--- config.mk ---
export PLATFORM = sky130hd
export DESIGN_NAME = mult_hazard_ctrl
export DESIGN_NICKNAME = d
export VERILOG_FILES = /design/src/rtl/mult_hazard_pkg.sv /design/src/rtl/mult_seq_fsm.sv /design/src/rtl/mult_hazard_ctrl.sv
export SDC_FILE = /design/constraint.sdc
export NUM_CORES = 1
export LEC_CHECK = 0
export CORE_ASPECT_RATIO = 0.75
export CORE_MARGIN = 2
export CORE_UTILIZATION = 45
export DETAILED_ROUTE_END_ITERATION = 10
export PLACE_DENSITY = 0.79
export SLEW_MARGIN = 20
export SYNTH_ARGS = -nofsm -noshare
export SYNTH_HDL_FRONTEND = slang
export SYNTH_SLANG_ARGS = --single-unit
--- constraint.sdc ---
create_clock -name CLK -period 4.65 [get_ports CLK]
set_input_delay 0.6975 -clock CLK [delete_from_list [all_inputs] [get_ports CLK]]
set_output_delay 0.6975 -clock CLK [all_outputs]
set_load 0.1 [all_outputs]
--- src/rtl/mult_hazard_pkg.sv ---
// Shared types and constants for the decode/execute hazard and multiply sequencing controller.
package mult_hazard_pkg;

  typedef enum logic [1:0] {
    IDLE = 2'd0,
    BUSY = 2'd1,
    DONE = 2'd2
  } mult_state_e;

  localparam int MULT_LATENCY = 32;
  localparam int CNT_W        = 6;
  localparam int STALL_CNT_W  = 16;

  // Saturating increment for the stall statistics counter.
  function automatic logic [STALL_CNT_W-1:0] satInc(input logic [STALL_CNT_W-1:0] value);
    if (value == {STALL_CNT_W{1'b1}}) begin
      return value;
    end else begin
      return value + {{(STALL_CNT_W-1){1'b0}}, 1'b1};
    end
  endfunction

endpackage

--- src/rtl/mult_seq_fsm.sv ---
// Multi-cycle multiplier sequencer: IDLE -> BUSY (latency down-count) -> DONE (HI/LO write strobe).
module mult_seq_fsm #(
  parameter int MULT_LATENCY = mult_hazard_pkg::MULT_LATENCY,
  parameter int CNT_W        = mult_hazard_pkg::CNT_W
) (
  input  logic CLK,
  input  logic reset,
  input  logic start_multE,
  output logic mult_go,
  output logic hilo_we,
  output logic mult_busy
);
  import mult_hazard_pkg::*;

  localparam logic [CNT_W-1:0] CNT_ZERO = {CNT_W{1'b0}};
  localparam logic [CNT_W-1:0] CNT_ONE  = {{(CNT_W-1){1'b0}}, 1'b1};
  localparam logic [CNT_W-1:0] CNT_LOAD = CNT_W'(MULT_LATENCY - 1);

  mult_state_e      stateR, stateNextS;
  logic [CNT_W-1:0] cntR, cntNextS;

  // State and latency counter registers.
  always_ff @(posedge CLK) begin
    if (reset) begin
      stateR <= IDLE;
      cntR   <= CNT_ZERO;
    end else begin
      stateR <= stateNextS;
      cntR   <= cntNextS;
    end
  end

  // Next-state, counter update and strobes; a start outside IDLE is ignored.
  always_comb begin
    stateNextS = stateR;
    cntNextS   = cntR;
    mult_go    = 1'b0;
    hilo_we    = 1'b0;
    case (stateR)
      IDLE: begin
        if (start_multE) begin
          mult_go    = 1'b1;
          stateNextS = BUSY;
          cntNextS   = CNT_LOAD;
        end else begin
          stateNextS = IDLE;
        end
      end
      BUSY: begin
        if (cntR == CNT_ZERO) begin
          stateNextS = DONE;
        end else begin
          cntNextS = cntR - CNT_ONE;
        end
      end
      DONE: begin
        hilo_we    = 1'b1;
        stateNextS = IDLE;
      end
      default: begin
        stateNextS = IDLE;
        cntNextS   = CNT_ZERO;
      end
    endcase
  end

  assign mult_busy = (stateR != IDLE);

endmodule

--- src/rtl/mult_hazard_ctrl.sv ---
// Decode/execute hazard controller: load-use and HI/LO stalls, branch flush, multiply sequencing.
module mult_hazard_ctrl #(
  parameter int MULT_LATENCY = mult_hazard_pkg::MULT_LATENCY,
  parameter int CNT_W        = mult_hazard_pkg::CNT_W
) (
  input  logic        CLK,
  input  logic        reset,
  input  logic        start_multE,
  input  logic        MemReadE,
  input  logic [4:0]  RtE,
  input  logic [4:0]  RsD,
  input  logic [4:0]  RtD,
  input  logic        mult_D,
  input  logic        mfhilo_D,
  input  logic        branch_takenD,
  output logic        StallF,
  output logic        StallD,
  output logic        FlushD,
  output logic        FlushE,
  output logic        mult_go,
  output logic        hilo_we,
  output logic        mult_busy,
  output logic [15:0] stall_cnt
);
  import mult_hazard_pkg::*;

  logic                   lwStallS, multStallS, stallS;
  logic [STALL_CNT_W-1:0] stallCntR;

  mult_seq_fsm #(
    .MULT_LATENCY(MULT_LATENCY),
    .CNT_W       (CNT_W)
  ) u_seq (
    .CLK        (CLK),
    .reset      (reset),
    .start_multE(start_multE),
    .mult_go    (mult_go),
    .hilo_we    (hilo_we),
    .mult_busy  (mult_busy)
  );

  // A multiply entering E this cycle already blocks a dependent op in D.
  assign lwStallS   = MemReadE & (RtE != 5'd0) & ((RtE == RsD) | (RtE == RtD));
  assign multStallS = (mult_D | mfhilo_D) & (mult_busy | start_multE);
  assign stallS     = lwStallS | multStallS;

  assign StallF = stallS;
  assign StallD = stallS;
  assign FlushE = stallS;
  assign FlushD = branch_takenD & ~stallS;

  // Saturating count of stalled cycles.
  always_ff @(posedge CLK) begin
    if (reset) begin
      stallCntR <= {STALL_CNT_W{1'b0}};
    end else if (stallS) begin
      stallCntR <= satInc(stallCntR);
    end else begin
      stallCntR <= stallCntR;
    end
  end

  assign stall_cnt = stallCntR;

endmodule

==> reports/qor.csv <==
metric,value,unit
diodes,0,
utilization,61.3,%
antenna_found_initial,0,
slew_headroom,34.7,%
worst_pin_slew,977,ps
synth_nets,258,
fp.dieH,59.0,µm
highest_layer,met4,
syn-instance-count,233,
ir_worst_vdd,0.000140,V
critPathLaunch,RtE[1],
die_width,77.3,µm
drive_gt1_share,8.15,%
tns,0,ps
clk_pin_slew,70,ps
holdBufCountCts,0,
cts.sinks,24,
wl_met2,1.94,mm
yosys_warnings,0,
wl,4.35,mm
clockRootBuffer,clkbuf_8,
hp-start,u_seq.cntR[4]$_SDFFE_PP0P_,
postRouteAntennaNets,0,
place_area,2260,µm²
dpl.hpwl,3.34,mm
fin_ws,1390,ps
gp_congestion,0.834,
start_kind,primary input,
netlist_top_cells_count,"nor2_1 (30), dfxtp_1 (24), nand3_1 (19)",
max-clock-path-buffers,2,
hold_violations,0,
slew_viol_final,0,
whs,485,ps
min_path_type,reg2reg,
synth_top_area_cell,dfxtp_1,
yosys.area.top_type_share,26.5,%
leakage,0.830,nW
synth.most_common_cell,nor2_1,
cts_tree,done,
dieArea,4550,µm²
drv_cap,0,
status,"complete, no violations",
ios,45,
grt_max_degree,37,
grt_usage,19.8,%
yosysSeqAreaShare,26.5,%
pre_cts_slack,1380,ps
critPathKind,in2out,
period_share,70.1,%
synth_area,1810,µm²
arrival,2560,ps
cp_max_fo,5,
grt_overflow,0,
synthTopCellsByArea,"dfxtp_1 (27%), nor2_1 (6.2%), mux2_4 (5.8%)",
cts_setup_buffers,0,
r2r-start,stall_cnt[1]$_SDFFE_PP0P_,
fmax,0.307,GHz
ys_ff_latch,24,
avgRoutedWirePerCell,13.5,µm
syn_area_per_cell,7.78,µm²
finalSetupViolCount,0,
ff2ff_setup_slack,2460,ps
async_reset_ff_share,0,%
period_minus_slack,3260,ps
reg2reg_depth,6,
syn_to_final_growth,27.1,%
cts.repair.resized,0,
finClkSkew,6.06,ps
start_util,48.2,%
row_count,19,
final_nets,297,
wl_met3,288,µm
required,3950,ps
numCtsBuffers,3,
power_density,259,nW/µm²
clock_latency,260,ps
fin_area,2300,µm²
r2r_end,stall_cnt[2]$_SDFFE_PP0P_,
first_pass_iters,5,
grt_pass1_wl,7.46,mm
rsz0062_at_grt,false,
cts_htree_levels,1,
synth_ff_type,dfxtp_1,
port-buffer-count,44,
drc_errors,0,
synth-edff-count,0,
dr_total_vias,1811,
grt_pass1_vias,1623,
coreArea,3760,µm²
met1_length,2.10,mm
end_kind,primary output,
worstSetupEndpoint,FlushD,
initialDrtViolationCount,158,
avgViaCountPerCell,5.62,
synth_cell_types,51,
==> registers in the layout, indices dropped and copies added, names as in the netlist <==
signal	cells
stall_cnt	16
u_seq.cntR	6
u_seq.stateR	2
==> layer usage <==
metal	vias to the layer above	GRT usage, %
li1	917	-
met1	817	27.9
met2	72	32.0
met3	5	4.29
met4	0	2.81
met5	-	0
==> worst max-delay path, stage by stage <==
cell	delay, ps
clkdlybuf4s50_1	470
or4_1	560
o21ai_0	280
o21bai_2	140
nor2_1	110
buf_4	300
==> worst min path at each step <==
stage | to | slack [ps] | cells past startpoint
3_5_place_dp | u_seq.cntR[4]$_SDFFE_PP0P_ | 470 | 1
6_report | u_seq.cntR[4]$_SDFFE_PP0P_ | 490 | 1
4_1_cts | u_seq.cntR[4]$_SDFFE_PP0P_ | 490 | 1
2_1_floorplan | u_seq.cntR[4]$_SDFFE_PP0P_ | 450 | 1
5_1_grt | u_seq.cntR[4]$_SDFFE_PP0P_ | 530 | 1
3_3_place_gp | u_seq.cntR[4]$_SDFFE_PP0P_ | 470 | 1
==> through the flow <==
step | cells | total power [mW]
3_3_place_gp | 319 | 0.481
6_report | 322 | 0.597
5_1_grt | 322 | 0.638
2_1_floorplan | 233 | 0.423
3_5_place_dp | 319 | 0.481
4_1_cts | 322 | 0.601
==> area by class of cell <==
class / instances / area [µm²]
fill: 355 / 1450
tap: 52 / 65.1
multi-input combinational: 185 / 1220
inverter: 12 / 45.0
sequential: 24 / 480
clock buffer: 3 / 41.3
timing repair buffer: 46 / 445
==> cell usage in the layout, fill, tap and decap left out, types with 2 or more instances in the layout <==
cell type / count
xor2_1: 10
buf_4: 6
nor3b_1: 2
clkdlybuf4s50_1: 40
nor4_1: 3
o21ai_1: 14
nor3_1: 11
nor2_1: 30
a21oi_1: 4
nor2b_1: 13
a311o_1: 2
nand2b_1: 6
mux2_4: 7
o22a_1: 2
and3_1: 3
mux2_1: 6
inv_1: 11
ha_1: 3
nand4_1: 10
o21ai_0: 2
clkbuf_8: 3
nand3b_1: 2
o2bb2ai_1: 2
mux2i_1: 2
or3_1: 2
or2_1: 2
nand2_1: 7
or4_1: 2
dfxtp_1: 24
nand3_1: 19
==> power breakdown <==
part,internal (mW),switching (mW)
registers,0.222,0.0215
logic,0.0811,0.153
clock network,0.0579,0.0612
==> logic make-up after synthesis <==
family	Yosys count	share of synthesized area, %
simple gates	117	34.7
compound gates	39	14.7
buf+inv	24	6.08
flops	24	26.5
mux	15	10.6
xor+xnor	11	5.32
fa+ha+maj	3	2.07
Note: power is estimated with default switching activity, not from simulation.
